$ cat src/rtl/mips_pkg.sv
// Shared opcode/funct encodings, ALU codes and the E-stage control bundle
// used by the control decode pipeline.
package mips_pkg;

  localparam logic [5:0] OP_RTYPE = 6'd0;
  localparam logic [5:0] OP_J     = 6'd2;
  localparam logic [5:0] OP_BEQ   = 6'd4;
  localparam logic [5:0] OP_BNE   = 6'd5;
  localparam logic [5:0] OP_ADDI  = 6'd8;
  localparam logic [5:0] OP_SLTI  = 6'd10;
  localparam logic [5:0] OP_ANDI  = 6'd12;
  localparam logic [5:0] OP_ORI   = 6'd13;
  localparam logic [5:0] OP_LW    = 6'd35;
  localparam logic [5:0] OP_SW    = 6'd43;

  localparam logic [5:0] FN_MUL = 6'd24;
  localparam logic [5:0] FN_ADD = 6'd32;
  localparam logic [5:0] FN_SUB = 6'd34;
  localparam logic [5:0] FN_AND = 6'd36;
  localparam logic [5:0] FN_OR  = 6'd37;
  localparam logic [5:0] FN_SLT = 6'd42;

  localparam int ALU_CODE_W = 3;

  typedef enum logic [ALU_CODE_W-1:0] {
    ALU_AND = 3'd0,
    ALU_OR  = 3'd1,
    ALU_ADD = 3'd2,
    ALU_MUL = 3'd3,
    ALU_SUB = 3'd6,
    ALU_SLT = 3'd7
  } aluOp_t;

  typedef struct packed {
    logic   regWrite;
    logic   memToReg;
    logic   memWrite;
    logic   aluSrc;
    logic   regDst;
    aluOp_t aluOp;
    logic   isMul;
  } exCtrl_t;

  localparam exCtrl_t EX_BUBBLE = '{
    regWrite: 1'b0, memToReg: 1'b0, memWrite: 1'b0,
    aluSrc: 1'b0, regDst: 1'b0, aluOp: ALU_AND, isMul: 1'b0
  };

  // Immediate ALU ops all write the register file from the ALU with an immediate operand.
  function automatic exCtrl_t immCtrl(input aluOp_t op);
    exCtrl_t c;
    c          = EX_BUBBLE;
    c.regWrite = 1'b1;
    c.aluSrc   = 1'b1;
    c.aluOp    = op;
    return c;
  endfunction

endpackage

$ cat src/rtl/ctrl_decode_comb.sv
// Pure combinational main/ALU decoder. Unknown encodings collapse to an
// all-zero control word with the illegal flag raised.
module ctrl_decode_comb #(
  parameter int EN_EXT = 1
) (
  input  logic       instrValid,
  input  logic [5:0] op,
  input  logic [5:0] funct,
  output logic       branch,
  output logic       bne,
  output logic       jump,
  output logic       illegal,
  output logic       regWrite,
  output logic       memToReg,
  output logic       memWrite,
  output logic       aluSrc,
  output logic       regDst,
  output logic [2:0] aluCode,
  output logic       isMul
);
  import mips_pkg::*;

  exCtrl_t ctrl;
  logic    branchRaw;
  logic    bneRaw;
  logic    jumpRaw;
  logic    known;

  always_comb begin
    ctrl      = EX_BUBBLE;
    branchRaw = 1'b0;
    bneRaw    = 1'b0;
    jumpRaw   = 1'b0;
    known     = 1'b1;
    case (op)
      OP_LW: ctrl = '{regWrite: 1'b1, memToReg: 1'b1, memWrite: 1'b0,
                      aluSrc: 1'b1, regDst: 1'b0, aluOp: ALU_ADD, isMul: 1'b0};
      OP_SW: ctrl = '{regWrite: 1'b0, memToReg: 1'b0, memWrite: 1'b1,
                      aluSrc: 1'b1, regDst: 1'b0, aluOp: ALU_ADD, isMul: 1'b0};
      OP_ADDI: ctrl = immCtrl(ALU_ADD);
      OP_BEQ:  branchRaw = 1'b1;
      OP_J:    jumpRaw = 1'b1;
      OP_RTYPE: begin
        ctrl.regWrite = 1'b1;
        ctrl.regDst   = 1'b1;
        case (funct)
          FN_AND: ctrl.aluOp = ALU_AND;
          FN_OR:  ctrl.aluOp = ALU_OR;
          FN_ADD: ctrl.aluOp = ALU_ADD;
          FN_SUB: ctrl.aluOp = ALU_SUB;
          FN_SLT: ctrl.aluOp = ALU_SLT;
          FN_MUL: begin
            ctrl.aluOp = ALU_MUL;
            ctrl.isMul = 1'b1;
          end
          default: known = 1'b0;
        endcase
      end
      OP_BNE:  if (EN_EXT != 0) bneRaw = 1'b1;           else known = 1'b0;
      OP_ANDI: if (EN_EXT != 0) ctrl = immCtrl(ALU_AND); else known = 1'b0;
      OP_ORI:  if (EN_EXT != 0) ctrl = immCtrl(ALU_OR);  else known = 1'b0;
      OP_SLTI: if (EN_EXT != 0) ctrl = immCtrl(ALU_SLT); else known = 1'b0;
      default: known = 1'b0;
    endcase
    // Partial R-type fills must not leak out of an illegal funct.
    if (!known) begin
      ctrl      = EX_BUBBLE;
      branchRaw = 1'b0;
      bneRaw    = 1'b0;
      jumpRaw   = 1'b0;
    end
  end

  assign branch   = instrValid & branchRaw;
  assign bne      = instrValid & bneRaw;
  assign jump     = instrValid & jumpRaw;
  assign illegal  = instrValid & ~known;
  assign regWrite = ctrl.regWrite;
  assign memToReg = ctrl.memToReg;
  assign memWrite = ctrl.memWrite;
  assign aluSrc   = ctrl.aluSrc;
  assign regDst   = ctrl.regDst;
  assign aluCode  = ctrl.aluOp;
  assign isMul    = ctrl.isMul;

endmodule

$ cat src/rtl/ctrl_decode_pipe.sv
// Decode-stage control with a registered E stage, a multi-cycle multiply
// busy counter and a sticky illegal-instruction flag.
module ctrl_decode_pipe #(
  parameter int ALUCTRL_W = 3,
  parameter int MUL_LAT   = 4,
  parameter int EN_EXT    = 1
) (
  input  logic                 clk,
  input  logic                 rst_n,
  input  logic                 instr_valid_d,
  input  logic [5:0]           op_d,
  input  logic [5:0]           funct_d,
  input  logic                 stall_d,
  input  logic                 flush_e,
  output logic                 branch_d,
  output logic                 bne_d,
  output logic                 jump_d,
  output logic                 reg_write_e,
  output logic                 mem_to_reg_e,
  output logic                 mem_write_e,
  output logic                 alu_src_e,
  output logic                 reg_dst_e,
  output logic [ALUCTRL_W-1:0] alu_ctrl_e,
  output logic                 mul_busy,
  output logic                 illegal_d,
  output logic                 illegal_seen
);
  import mips_pkg::*;

  localparam int CNT_W = $clog2(MUL_LAT) + 1;

  logic                  decRegWrite;
  logic                  decMemToReg;
  logic                  decMemWrite;
  logic                  decAluSrc;
  logic                  decRegDst;
  logic [ALU_CODE_W-1:0] decAluCode;
  logic                  decIsMul;
  logic                  bubble;
  logic                  loadE;
  logic                  mulBusy;

  ctrl_decode_comb #(
    .EN_EXT(EN_EXT)
  ) uDecode (
    .instrValid(instr_valid_d),
    .op        (op_d),
    .funct     (funct_d),
    .branch    (branch_d),
    .bne       (bne_d),
    .jump      (jump_d),
    .illegal   (illegal_d),
    .regWrite  (decRegWrite),
    .memToReg  (decMemToReg),
    .memWrite  (decMemWrite),
    .aluSrc    (decAluSrc),
    .regDst    (decRegDst),
    .aluCode   (decAluCode),
    .isMul     (decIsMul)
  );

  // flush_e is deliberately outranked by mulBusy so an in-flight multiply survives.
  assign bubble = flush_e | stall_d | ~instr_valid_d | illegal_d;
  assign loadE  = ~mulBusy & ~bubble;

  always_ff @(posedge clk or negedge rst_n) begin
    if (!rst_n) begin
      reg_write_e  <= 1'b0;
      mem_to_reg_e <= 1'b0;
      mem_write_e  <= 1'b0;
      alu_src_e    <= 1'b0;
      reg_dst_e    <= 1'b0;
      alu_ctrl_e   <= '0;
    end else if (mulBusy) begin
      reg_write_e  <= reg_write_e;
      mem_to_reg_e <= mem_to_reg_e;
      mem_write_e  <= mem_write_e;
      alu_src_e    <= alu_src_e;
      reg_dst_e    <= reg_dst_e;
      alu_ctrl_e   <= alu_ctrl_e;
    end else if (bubble) begin
      reg_write_e  <= 1'b0;
      mem_to_reg_e <= 1'b0;
      mem_write_e  <= 1'b0;
      alu_src_e    <= 1'b0;
      reg_dst_e    <= 1'b0;
      alu_ctrl_e   <= '0;
    end else begin
      reg_write_e  <= decRegWrite;
      mem_to_reg_e <= decMemToReg;
      mem_write_e  <= decMemWrite;
      alu_src_e    <= decAluSrc;
      reg_dst_e    <= decRegDst;
      alu_ctrl_e   <= ALUCTRL_W'(decAluCode);
    end
  end

  generate
    if (MUL_LAT > 1) begin : gMulCnt
      logic [CNT_W-1:0] mulCnt;

      // Busy spans counter values MUL_LAT-1 down to 1, i.e. MUL_LAT-1 cycles.
      always_ff @(posedge clk or negedge rst_n) begin
        if (!rst_n) begin
          mulCnt <= '0;
        end else if (mulCnt != '0) begin
          mulCnt <= mulCnt - CNT_W'(1);
        end else if (loadE && decIsMul) begin
          mulCnt <= CNT_W'(MUL_LAT - 1);
        end
      end

      assign mulBusy = (mulCnt != '0);
    end else begin : gNoMulCnt
      assign mulBusy = 1'b0;
    end
  endgenerate

  assign mul_busy = mulBusy;

  always_ff @(posedge clk or negedge rst_n) begin
    if (!rst_n) begin
      illegal_seen <= 1'b0;
    end else if (illegal_d) begin
      illegal_seen <= 1'b1;
    end
  end

endmodule
$ cat config.mk
export PLATFORM = sky130hd
export DESIGN_NAME = ctrl_decode_pipe
export DESIGN_NICKNAME = d
export VERILOG_FILES = /design/src/rtl/mips_pkg.sv /design/src/rtl/ctrl_decode_comb.sv /design/src/rtl/ctrl_decode_pipe.sv
export SDC_FILE = /design/constraint.sdc
export NUM_CORES = 1
export LEC_CHECK = 0
export CORE_MARGIN = 2
export CORE_UTILIZATION = 40
export DETAILED_ROUTE_END_ITERATION = 7
export MAX_ROUTING_LAYER = met4
export PLACE_DENSITY_LB_ADDON = 0.08
export SKIP_LAST_GASP = 1
export SYNTH_ARGS = -nofsm -noshare
export SYNTH_HDL_FRONTEND = slang
export SYNTH_SLANG_ARGS = --single-unit
$ cat constraint.sdc
create_clock -name clk -period 1.7 [get_ports clk]
set_clock_uncertainty 0.1 [all_clocks]
set_input_delay 0.34 -clock clk [delete_from_list [all_inputs] [get_ports clk]]
set_output_delay 0.34 -clock clk [all_outputs]
set_load 0.02 [all_outputs]
==> flow_summary.toml <==
[cells_and_area]
nFillCells = 167
post_route_cells_drive_above_1_share_pct = 50.3
layout.cells.non_filler = 199
final_area_um2 = 1660
nets = 191
area_growth_syn_to_layout_pct = 78.8
diodes = 0
regArea_um2 = 300
multiInputGateArea_um2 = 666

[floorplan]
dieArea_um2 = 2720
start_util_pct = 42.3
pin_count = 31
core_area_um2 = 2190
rows = 17
die_h_um = 52.1
die_w_um = 52.1

[synth]
async_reset_ff_share_pct = 100
synth_edf_count = 0
synth-seq-cells = 12
ys_types = 48
synth_ff_type = "dfrtp_1"
yosys_warnings = 0
mappedNetlistArea_um2 = 926
seq_area_frac_synth_pct = 32.4
syn_area_per_cell_um2 = 8.99
synthCells = 103
synth_nets = 122

[run_status]
violations = "setup timing"
status = "finished with violations"

[clock_tree]
htreeDepth = 1
cts_buffers = 3
clock_latency_ps = 270
clockBufferDepth = 2
holdBufCountCts = 0
numClockSinks = 12
path_clk_slew_ps = 80
cts_tree = "done"
clockRootBuffer = "clkbuf_4"

[worst_setup_path]
cpPeakStageDelay_ps = 280
setup.worst_path.start_class = "primary input"
cp.required_ps = 1260
cpMostUsedCell = "buf_6"
ff2ff_path_depth = 6
crit_family = "simple AND/OR/NAND/NOR gates"
endpoint_kind = "primary output"
crit_fanout = 5
worst-path-stages = 7
cp.buffers_inverters = 2
slowest_stage = "nor4b_4"
crit_type = "primary input to primary output"
cp.arrival_ps = 1420
path_cells = "buf_6 > nand2b_4 > nor4b_4 > a211o_1 > a22oi_4 > and2_4 > buf_6"

[placed_design]
dp_hpwl_um = 2080
placed_cells = 190
portBuffers = 30
pre_cts_ws_ps = -1100
post_dp_cell_area_um2 = 1490
place_congestion = 0.799

[sta]
finalSetupViolations = 1
finalCritPeriodShare_pct = 109
slew_viol_final = 0
hold_viol = 0
setup_tns_ps = -157
relSlewSlack_pct = 64.2
timing.fmax_mhz = 538
worst_pin_slew_ps = 536
fin_ws_ps = -157
rsz0062_at_grt = "true"
period_needed_ps = 1860

[detailed_routing]
drc = 0
ant_nets = 0
vias_per_cell = 5.30
routed_wl_um = 2790
wl_per_cell_um = 14.0
vias = 1054
drt_iter0_drc = 16
first_pass_iters = 4

[global_routing]
grt_pass1_vias = 1121
overflow = 0
antenna_found_initial = 0
grt_pass1_wl_um = 4890
grt_start_max_net_pins = 14
grtUsageTotal_pct = 24.7

[power_and_ir_drop]
p_total_mw = 1.07
ir_drop_mv = 0.661
p_leak_nw = 0.900
powerDensity_nw_per_um2 = 649

[job]
maxCapViolCount = 0

[hold_path]
hold_class = "primary input to async pin"
==> stage by stage <==
stage               hold WS [ps]  utilization, %
finish                       312            75.6
global route                 345            75.6
CTS                          337            73.6
detailed placement           357            68.0
global placement             345            68.0
floorplan                  -55.6               -
==> synthesized netlist by cell type (all sizes together) (2+ instances only) <==
library cell   n  area (um^2)
dfrtp         12          300
o21ai          4         20.0
o31ai          4         30.0
o22ai          4         31.3
nor4           5         46.3
nand3b         2         15.0
a22oi          2         28.8
clkbuf         2         7.51
nor4b          2         23.8
a31oi          2         12.5
ha             2         25.0
mux2i          2         20.0
inv            6         22.5
nand3          4         30.0
nand2b         4         32.5
a21o           2         15.0
nor3           4         20.0
buf            4         28.8
nand2         10         37.5
nor2           9         36.3
==> power breakdown <==
| group | total, mW | switching [mW] | internal (mW) |
|---|---|---|---|
| Clock | 0.229 | 0.0990 | 0.130 |
| Sequential | 0.341 | 0.0140 | 0.327 |
| Combinational | 0.504 | 0.254 | 0.250 |
==> cell type report <==
class	instances	area share (%)
Multi-Input combinational cell	79	40.2
Tap cell	28	2.12
Inverter	6	1.51
Clock buffer	4	2.19
Sequential cell	12	18.1
Timing Repair Buffer	70	35.8
==> cells in the final DEF (no fill, tap or decap), types with 2 or more instances in the layout <==
cell type	synthesis	layout
o22ai_2	1	2
nand2_1	10	10
buf_6	1	7
a21o_1	2	2
dlymetal6s2s_1	0	8
buf_2	2	7
nor2_1	8	7
nor4_2	0	2
dlygate4sd2_1	0	2
o31ai_1	4	4
clkdlybuf4s15_2	0	3
o21ai_0	2	2
buf_4	1	39
clkdlybuf4s50_1	0	3
inv_1	5	3
mux2i_1	2	2
nor4_4	1	3
nand2b_1	3	3
a31oi_1	2	2
dfrtp_1	12	12
nand3b_1	2	2
o22ai_1	3	2
clkbuf_4	0	3
nand3_1	2	2
inv_2	1	2
o21ai_1	2	2
nor3_1	4	3
==> layer usage <==
layer  wire [um]  GRT usage, %  vias up
met3         145          5.75        8
li1            -             -      522
met1        1190          27.4      497
met4          51          8.33        0
met2        1400          43.2       27
met5           0             -        -
==> kinds of logic after synthesis <==
group                      synth area share [%]
DFF                                        32.4
buffers and inverters                      6.35
adders and majority gates                  2.70
AOI/OAI and AO/OA                          25.7
and+or+nand+nor                            29.5
muxes                                      3.38
==> repair_timing <==
action	CTS	global route
setup endpoints to repair	15	21
buffers inserted	8	1
gates resized for setup	87	22
pin swaps	11	7
==> path summary, 6_finish.rpt <==
check | from | to | slack (ps)
max in group asynchronous | rst_n | reg_dst_e$_DFFE_PN0P_ | 840
worst min-delay path | rst_n | mem_write_e$_DFFE_PN0P_ | 310
worst min register to register | illegal_seen$_DFFE_PN0P_ | illegal_seen$_DFFE_PN0P_ | 370
worst max-delay path | funct_d[4] | illegal_d | -160
min in group clk | op_d[5] | mem_write_e$_DFFE_PN0P_ | 340
worst max register to register | gMulCnt.mulCnt[0]$_DFFE_PN0P_ | alu_ctrl_e[2]$_DFFE_PN0P_ | 80
==> state kept, by name, summed over array words and instances (netlist names) <==
register        flops
gMulCnt.mulCnt      3
mem_to_reg_e        1
reg_write_e         1
illegal_seen        1
mem_write_e         1
alu_src_e           1
reg_dst_e           1
alu_ctrl_e          3
No activity file was read; power rests on OpenSTA's default activity.
